--- config.mk ---
export PLATFORM = sky130hd
export DESIGN_NAME = instr_issue
export DESIGN_NICKNAME = d
export VERILOG_FILES = /design/src/rtl/cpu_pkg.sv /design/src/rtl/instr_rom.sv /design/src/rtl/instr_issue.sv
export SDC_FILE = /design/constraint.sdc
export NUM_CORES = 1
export LEC_CHECK = 0
export ABC_AREA = 1
export CORE_ASPECT_RATIO = 1.75
export CORE_UTILIZATION = 50
export DETAILED_ROUTE_END_ITERATION = 16
export PLACE_DENSITY_LB_ADDON = 0.15
export SLEW_MARGIN = 0
export SYNTH_ARGS = -nofsm -noshare
export SYNTH_HDL_FRONTEND = slang
export SYNTH_SLANG_ARGS = --single-unit
--- constraint.sdc ---
create_clock -name clk -period 2.8 [get_ports clk]
set_input_delay 0.28 -clock clk [delete_from_list [all_inputs] [get_ports clk]]
set_output_delay 0.28 -clock clk [all_outputs]
set_load 0.01 [all_outputs]
--- src/rtl/cpu_pkg.sv ---
// Shared definitions for the instruction issue path in front of the CU.
// Holds the word/address geometry, the slot length, where the type field
// sits in an instruction word, the type encodings and the issue FSM states.
package cpu_pkg;

  localparam int INSTR_WIDTH = 20;
  localparam int ADDR_BITS   = 5;
  localparam int SLOT_CYCLES = 3;
  localparam int MEM_DEPTH   = 1 << ADDR_BITS;
  localparam int CNT_BITS    = $clog2(SLOT_CYCLES);

  // Type field position inside an instruction word
  localparam int TYPE_MSB = 19;
  localparam int TYPE_LSB = 18;

  localparam logic [1:0] TYPE_HALT  = 2'b00;
  localparam logic [1:0] TYPE_STD   = 2'b01;
  localparam logic [1:0] TYPE_LOAD  = 2'b10;
  localparam logic [1:0] TYPE_STORE = 2'b11;

  typedef enum logic [1:0] {
    ST_IDLE,
    ST_PRIME,
    ST_ISSUE,
    ST_HALT
  } issue_state_e;

  // A word whose type field is 00 keeps the CU parked, so it ends a program.
  function automatic logic is_halt_word(input logic [INSTR_WIDTH-1:0] word);
    return word[TYPE_MSB:TYPE_LSB] == TYPE_HALT;
  endfunction

endpackage

--- src/rtl/instr_rom.sv ---
// Writable program memory: 2^ADDR_BITS words of INSTR_WIDTH bits.
// Ports: clk; we/waddr/wdata synchronous write port; raddr/rdata
// asynchronous read port. Contents are deliberately not reset.
module instr_rom
  import cpu_pkg::*;
(
  input  logic                   clk,
  input  logic                   we,
  input  logic [ADDR_BITS-1:0]   waddr,
  input  logic [INSTR_WIDTH-1:0] wdata,
  input  logic [ADDR_BITS-1:0]   raddr,
  output logic [INSTR_WIDTH-1:0] rdata
);

  logic [INSTR_WIDTH-1:0] mem [MEM_DEPTH];

  always_ff @(posedge clk) begin
    if (we) begin
      mem[waddr] <= wdata;
    end
  end

  // Combinational read: a write on the same edge as a fetch is seen only
  // by later fetches, so the fetch gets the pre-write contents.
  assign rdata = mem[raddr];

endmodule

--- src/rtl/instr_issue.sv ---
// Instruction issue unit feeding the CU instr input.
// Ports: clk, rst (sync, active-high), start (pulse, issue from address 0),
// prog_we/prog_addr/prog_data (program load, only while idle or halted),
// instr (registered word to CU), pc (address of word on instr),
// busy (issuing), halted (sticky end-of-program flag).
// The first word is held SLOT_CYCLES+1 cycles (extra PRIME cycle lets the CU
// leave reset), each later word exactly SLOT_CYCLES cycles.
module instr_issue
  import cpu_pkg::*;
(
  input  logic                   clk,
  input  logic                   rst,
  input  logic                   start,
  input  logic                   prog_we,
  input  logic [ADDR_BITS-1:0]   prog_addr,
  input  logic [INSTR_WIDTH-1:0] prog_data,
  output logic [INSTR_WIDTH-1:0] instr,
  output logic [ADDR_BITS-1:0]   pc,
  output logic                   busy,
  output logic                   halted
);

  issue_state_e           state_q, state_d;
  logic [INSTR_WIDTH-1:0] instr_q, instr_d;
  logic [ADDR_BITS-1:0]   pc_q, pc_d;
  logic                   busy_q, busy_d;
  logic                   halted_q, halted_d;
  logic [CNT_BITS-1:0]    cnt_q, cnt_d;

  logic                   stopped;
  logic                   rom_we;
  logic [ADDR_BITS-1:0]   rd_addr;
  logic [ADDR_BITS-1:0]   pc_inc;
  logic [INSTR_WIDTH-1:0] rd_data;
  logic                   slot_end;
  logic                   end_of_prog;

  // Memory only changes when no program is running.
  assign stopped  = (state_q == ST_IDLE) || (state_q == ST_HALT);
  assign rom_we   = prog_we && stopped;
  assign pc_inc   = pc_q + ADDR_BITS'(1);
  // Single read port: address 0 for a start fetch, otherwise the next word.
  assign rd_addr  = stopped ? '0 : pc_inc;
  assign slot_end = (cnt_q == CNT_BITS'(SLOT_CYCLES - 1));
  // No wrap-around past the top address.
  assign end_of_prog = (pc_q == '1) || is_halt_word(rd_data);

  instr_rom u_rom (
    .clk   (clk),
    .we    (rom_we),
    .waddr (prog_addr),
    .wdata (prog_data),
    .raddr (rd_addr),
    .rdata (rd_data)
  );

  always_ff @(posedge clk) begin
    if (rst) begin
      state_q  <= ST_IDLE;
      instr_q  <= '0;
      pc_q     <= '0;
      busy_q   <= 1'b0;
      halted_q <= 1'b0;
      cnt_q    <= '0;
    end else begin
      state_q  <= state_d;
      instr_q  <= instr_d;
      pc_q     <= pc_d;
      busy_q   <= busy_d;
      halted_q <= halted_d;
      cnt_q    <= cnt_d;
    end
  end

  always_comb begin
    state_d = state_q;
    unique case (state_q)
      ST_IDLE, ST_HALT: begin
        if (start) begin
          state_d = is_halt_word(rd_data) ? ST_HALT : ST_PRIME;
        end
      end
      ST_PRIME: state_d = ST_ISSUE;
      ST_ISSUE: begin
        if (slot_end && end_of_prog) begin
          state_d = ST_HALT;
        end
      end
      default: state_d = ST_IDLE;
    endcase
  end

  always_comb begin
    instr_d  = instr_q;
    pc_d     = pc_q;
    busy_d   = busy_q;
    halted_d = halted_q;
    cnt_d    = cnt_q;
    unique case (state_q)
      ST_IDLE, ST_HALT: begin
        if (start) begin
          pc_d  = '0;
          cnt_d = '0;
          if (is_halt_word(rd_data)) begin
            instr_d  = '0;
            busy_d   = 1'b0;
            halted_d = 1'b1;
          end else begin
            instr_d  = rd_data;
            busy_d   = 1'b1;
            halted_d = 1'b0;
          end
        end
      end
      ST_PRIME: cnt_d = '0;
      ST_ISSUE: begin
        if (slot_end) begin
          cnt_d = '0;
          if (end_of_prog) begin
            instr_d  = '0;
            busy_d   = 1'b0;
            halted_d = 1'b1;
          end else begin
            instr_d = rd_data;
            pc_d    = pc_inc;
          end
        end else begin
          cnt_d = cnt_q + CNT_BITS'(1);
        end
      end
      default: ;
    endcase
  end

  assign instr  = instr_q;
  assign pc     = pc_q;
  assign busy   = busy_q;
  assign halted = halted_q;

endmodule

# Word level (Yosys, flattened, before mapping)
# Memories as Yosys holds them, arrays and structs flattened.
# Index checks and enable logic that the tools add are counted.
word_totals:
  reg_bits: 31
  ramBits: 640
  input_bits: 29
  out_inout_bits: 27
  elab_cells: 60
  n_memories: 1
op_classes:
  n_addsub: 2
  n_eq_ne: 10
  muxes: 29
  reduce_logical: 12
mem_list:
  columns: ["name", "depth", "width", "read_ports", "rd_clocked_by_memory_dff", "write_ports", "line_no", "text"]
  rows:
  - ["u_rom.mem", 32, 20, 1, 0, 1, "instr_rom.sv:15", "logic [INSTR_WIDTH-1:0] mem [MEM_DEPTH];"]
op_table:
  columns: ["operator", "count"]
  rows:
  - ["2-to-1 mux 20 bit", 4]
  - ["case mux 20 bit (2 select lines)", 1]
  - ["2-to-1 mux 5 bit", 4]
  - ["case mux 2 bit (3 select lines)", 2]
  - ["2-to-1 mux 1 bit", 10]
  - ["2-to-1 mux 2 bit", 5]
  - ["!= test 2 bit, second input constant", 5]
  - ["case mux 5 bit (2 select lines)", 1]
  - ["AND reduction 4 bit", 2]
  - ["== test 2 bit, second input constant", 3]
  - ["adder 5 x 1 -> 5 bit, second input constant", 1]
  - ["== test 5 bit, second input constant", 1]
  - ["logical NOT 2 bit", 2]
  - ["case mux 1 bit (2 select lines)", 2]
  - ["AND reduction 3 bit", 1]
  - ["adder 2 x 1 -> 2 bit, second input constant", 1]
  - ["== test 2 x 1 -> 1 bit, second input constant", 1]
  - ["logical AND 1 bit", 2]
  - ["logical OR 1 bit", 2]
  - ["AND reduction 2 bit", 1]
  - ["nonzero test 2 bit", 1]
  - ["OR reduction 2 bit", 1]

# Longest topological paths before layout
# An unclocked memory read counts as a cell.
depth:
  word_depth: 9
  depth_mapped: 17
  mapped_depth_nobuf: 16

# Cells and area by module
# A second synthesis with hierarchy kept.
unflattened:
  hier_cells: 2457
  hier_area_um2: 27756.6
by_module_without_submodules:
  columns: ["module", "n_inst", "cells_per_inst", "area_per_inst_um2", "seq_area_each_um2"]
  rows:
  - ["instr_rom", 1, 2210, 26118.8, 19218.4]
  - ["instr_issue", 1, 247, 1637.8, 620.6]

# Worst setup path after synthesis
# OpenSTA, ideal clock, no wires.
synth_timing:
  path_kind: "reg2reg"
  startpoint: "register state_q[0]"
  endpoint: "memory u_rom.mem[0][0] (enable)"
  setup_time_ns: 0.397
  arrival_time_ns: 2.041
  t_required_ns: 2.403
  setup_slack_ns: 0.362
  stages_incl_launch_ff: 7
  path_buffers: 0
  synth_period_minus_slack_ns: 2.438
  cell_sequence: "dfxtp_1 -> inv_1 -> ha_1 -> nand2_1 -> inv_1 -> nand3_1 -> nor2_1"
synth_via:
  elab_chain_cells: 5
  word_cells_on_any_way: 6
  classes_between: "1 x eq/ne; 2 x mux; 3 x reduce/logical"
synth_lines:
  columns: ["item", "line_no", "text"]
  rows:
  - ["start, declared", "instr_issue.sv:23", "issue_state_e state_q, state_d;"]
  - ["start signal, assigned", "instr_issue.sv:66", "state_q <= state_d;"]
  - ["== test 2 bit / logical NOT 2 bit (equally long branches)", "instr_issue.sv:39", "assign stopped = (state_q == ST_IDLE) || (state_q == ST_HALT);"]
  - ["logical OR 1 bit *", "instr_issue.sv:39", null]
  - ["logical AND 1 bit *", "instr_issue.sv:40", "assign rom_we = prog_we && stopped;"]
  - ["2-to-1 mux 1 bit *", "instr_rom.sv:18", "if (we) begin"]
  - ["2-to-1 mux 1 bit (not written as such) *", "instr_rom.sv:19", "mem[waddr] <= wdata;"]
  - ["end, declared", "instr_rom.sv:15", null]
# Every way passes the cells marked *; elsewhere a longest branch is shown, timed or not.

# Final worst setup path
layout_timing:
  startpoint: "register state_q[0]"
  endpoint: "register instr_q[11], in the netlist instr[11]"
layout_via:
  elab_chain_cells: 9
  word_cells_on_any_way: 18
  classes_between: "4 x eq/ne; 6 x mux; 7 x reduce/logical; 1 x memory"
layout_lines:
  columns: ["item", "line_no", "text"]
  rows:
  - ["== test 2 bit / logical NOT 2 bit (equally long branches)", "instr_issue.sv:39, instr_issue.sv:99", null]
  - ["logical OR 1 bit", "instr_issue.sv:39", null]
  - ["2-to-1 mux 5 bit", "instr_issue.sv:43", "assign rd_addr = stopped ? '0 : pc_inc;"]
  - ["memory (32 x 20 bit)", null, null]
  - ["logical NOT 2 bit", "cpu_pkg.sv:30", "return word[TYPE_MSB:TYPE_LSB] == TYPE_HALT;"]
  - ["logical OR 1 bit", "instr_issue.sv:46", "assign end_of_prog = (pc_q == '1) || is_halt_word(rd_data);"]
  - ["2-to-1 mux 20 bit", "instr_issue.sv:119", "if (end_of_prog) begin"]
  - ["2-to-1 mux 20 bit", "instr_issue.sv:117", "if (slot_end) begin"]
  - ["case mux 20 bit (2 select lines)", "instr_issue.sv:99", "unique case (state_q)"]
  - ["end signal, assigned", "instr_issue.sv:67", "instr_q <= instr_d;"]
  - ["end, declared", "instr_issue.sv:24", "logic [INSTR_WIDTH-1:0] instr_q, instr_d;"]
# Several ways; a longest one is shown, not always the timed one. The select of a mux whose other input is x is not followed.
# A chain may end at the register's enable or synchronous reset.

==> flow_summary.ini <==
[floorplan]
die-area_sq_um = 55300
initial_core_util_pct = 50.7
die_w_um = 178
rows = 112
core_sq_um = 53500
io_pins = 56
die_y_um = 310

[power_and_ir_drop]
fin_total_pwr_mw = 28.9
p_leak_nw = 11.6
switching_power_mw = 10.1
switching_share_pct = 35.0
ir_drop_mv = 0.826
power_frac_comb_pct = 33.2
powerDensity_nw_per_um2 = 918
clock_power_share_pct = 27.3
internal_power_mw = 18.8
seq_power_share_pct = 39.5

[logic_synthesis]
syn_inst = 2320
synthMuxAreaShare_pct = 0
synth.avg_cell_area_sq_um = 11.7
ys_warn_count = 0
synth_top_family_by_area = simple AND/OR/NAND/NOR gates
netlist_area_sq_um = 27200
synthTopCellsByCount = nand2_1 (663), edfxtp_1 (640), nand3_1 (587), inv_1 (80), nor2_1 (76)
synth_ff_type = edfxtp_1
ys_types = 30
synth_compound_area_share_pct = 1.56
yosysTopAreaCellShare_pct = 70.7
synth_xor_area_share_pct = 0
synthTopCellsByArea = edfxtp_1 (71%), nand3_1 (11%), nand2_1 (9.2%)
yosysMostFrequentCell = nand2_1
synth_edf_count = 640
async_flop_share_pct = 0
syn_nets = 2353
synth-adder-area-share_pct = 0.184
synth-seq-area-share_pct = 73.0
synth-simple-area-share_pct = 21.6
synth_seq_cells = 671
synth_top_area_cell = edfxtp_1

[placed_design]
dp_hpwl_mm = 44.9
portBuffers = 55
placed_cells = 3054
place_congestion = 0.848

[global_routing]
grt.overflow.total = 0
grt_max_degree = 94
grt_util_all_layers_pct = 28.2
antenna_found_initial = 0
grt_pass1_vias = 17788
grt_pass1_wl_mm = 113

[layout]
fin_cells = 3161
diodes = 0
drive_above_1_share_pct = 10.9
area_growth_pct = 15.8
nets = 2463
nFillCells = 4255

[clock_network]
tritoncts = yes
cts-resized-gates = 0
cts_max_level = 2
cts_max_path_buffers = 3
root_buffer = clkbuf_16
clock_latency_ns = 0.61
cts_made_buffers = 57
post_cts_buffers = 0
cts_num_sinks = 671
postCtsHoldBufs = 0
cts.clk_slew.worst_paths_ns = 0.07

[flow_run]
maxCapViolCount = 0

[routing]
drt-total-wl_mm = 76.9
drtPass1Iterations = 5
drc = 0
postRouteAntennaNets = 0
via_per_inst = 5.78
via_count = 18275
wl_per_cell_um = 24.3
drt_iter0_drc = 2058

[timing]
fmax_mhz = 378
hold_violations = 0
maxSlewViolCount = 0
relSlewSlack_pct = 58.6
fin_skew_ns = 0.0160
period_share_pct = 94.5
period_minus_slack_ns = 2.64
worst_pin_slew_ns = 0.621
setup_violations = 0
grt_setup_unrepaired = true

[critical_path]
critPathMaxStageDelay_ns = 0.37
crit_path_end_kind = register
worst_path_max_delay_cell = dfxtp_1
path_common_cell = nand3_1
crit_path_start_kind = register
critical_path.top_delay_family = buffers and inverters
cp.arrival_ns = 3.19
cp_max_fo = 30
worstSetupPathType = register to register
crit_path_cell_trace = inv_1, ha_1, inv_2, nand2_8, buf_4, buf_12, buf_4, nand3_1, nand3_1, nand3_1, nand3_1, nand2_1, nand2_1, a21oi_1
critical_path.n_buffers_inverters = 5
cp.required_ns = 3.35

[worst_hold_path]
holdCritPathClass = register to register

[run_status]
status = complete, no violations
final timing paths:
kind	start	to	slack [ns]	cells past startpoint
max reg2reg	state_q[0]	instr[11]	0.16	14
min	halted	halted	0.45	2
min reg2reg	halted	halted	0.45	2
max	state_q[0]	instr[11]	0.16	14
cell families (layout without fill, tap and decap cells):
family,Yosys count,count (layout)
compound gates,78,78
fa+ha+maj,4,4
buf+inv,222,379
flops,671,671
simple gates,1345,1345
through the flow:
stage,util [%],worst slack [ns],setup TNS (ns),cell area [sq um],hold WS (ns)
floorplan,-,0.362,0,27200,0.379
global placement,55.3,0.199,0,29600,0.437
detailed placement,55.3,0.176,0,29600,0.441
CTS,58.7,0.154,0,31400,0.451
global route,58.8,-0.00444,-0.00444,31500,0.474
finish,58.8,0.155,0,31500,0.450
layout by cell type (no fill, tap or decap), types with 31 or more instances in the layout:
| cell | Yosys | final |
|---|---|---|
| buf_4 | 19 | 89 |
| o21ai_0 | 38 | 38 |
| nand2_1 | 663 | 663 |
| buf_12 | 0 | 42 |
| nor2_1 | 76 | 43 |
| dfxtp_1 | 31 | 31 |
| inv_1 | 80 | 80 |
| nand3_1 | 587 | 587 |
| nor2_2 | 1 | 32 |
| edfxtp_1 | 640 | 640 |
| clkdlybuf4s50_1 | 0 | 55 |
| clkbuf_16 | 0 | 60 |
power groups by stage:
| stage | clock [mW] | combinational [mW] | sequential [mW] |
|---|---|---|---|
| CTS | 7.95 | 9.38 | 11.4 |
| floorplan | 0 | 6.18 | 11.6 |
| finish | 7.87 | 9.59 | 11.4 |
| global placement | 0 | 9.22 | 11.6 |
| detailed placement | 0 | 9.34 | 11.6 |
| global route | 8.27 | 10.6 | 11.4 |
flip-flops by register name (all words and copies together) (netlist names):
signal and cells:
pc 5, halted 1, instr 20, u_rom.mem 640
state_q 2, cnt_q 2, busy 1
area by class of cell:
cell class / count / area [sq um] / area share, %
timing repair buffer: 190 / 2150 / 6.84
clock buffer: 78 / 1580 / 5.02
multi-input combinational: 1427 / 6460 / 20.6
sequential: 671 / 19800 / 63.1
tap: 684 / 856 / 2.72
clock inverter: 28 / 249 / 0.792
inverter: 83 / 315 / 1.00
worst reg2reg max path, stage by stage, from the launching register on:
cell	delay, ns
dfxtp_1	0.37
inv_1	0.06
ha_1	0.32
inv_2	0.24
nand2_8	0.17
buf_4	0.21
buf_12	0.17
buf_4	0.23
nand3_1	0.09
nand3_1	0.07
nand3_1	0.11
nand3_1	0.20
nand2_1	0.17
nand2_1	0.07
a21oi_1	0.12
routing by layer:
| metal | vias to the layer above | wire, um | share of wire (%) | GRT usage (%) |
|---|---|---|---|---|
| met5 | - | 0 | 0 | 0 |
| met4 | 0 | 3920 | 5.1 | 14.1 |
| met3 | 181 | 5140 | 6.7 | 3.34 |
| met2 | 797 | 39000 | 51 | 49.0 |
| met1 | 8930 | 28900 | 38 | 34.7 |
| li1 | 8367 | - | - | - |
Note: power is estimated with default switching activity, not from simulation.
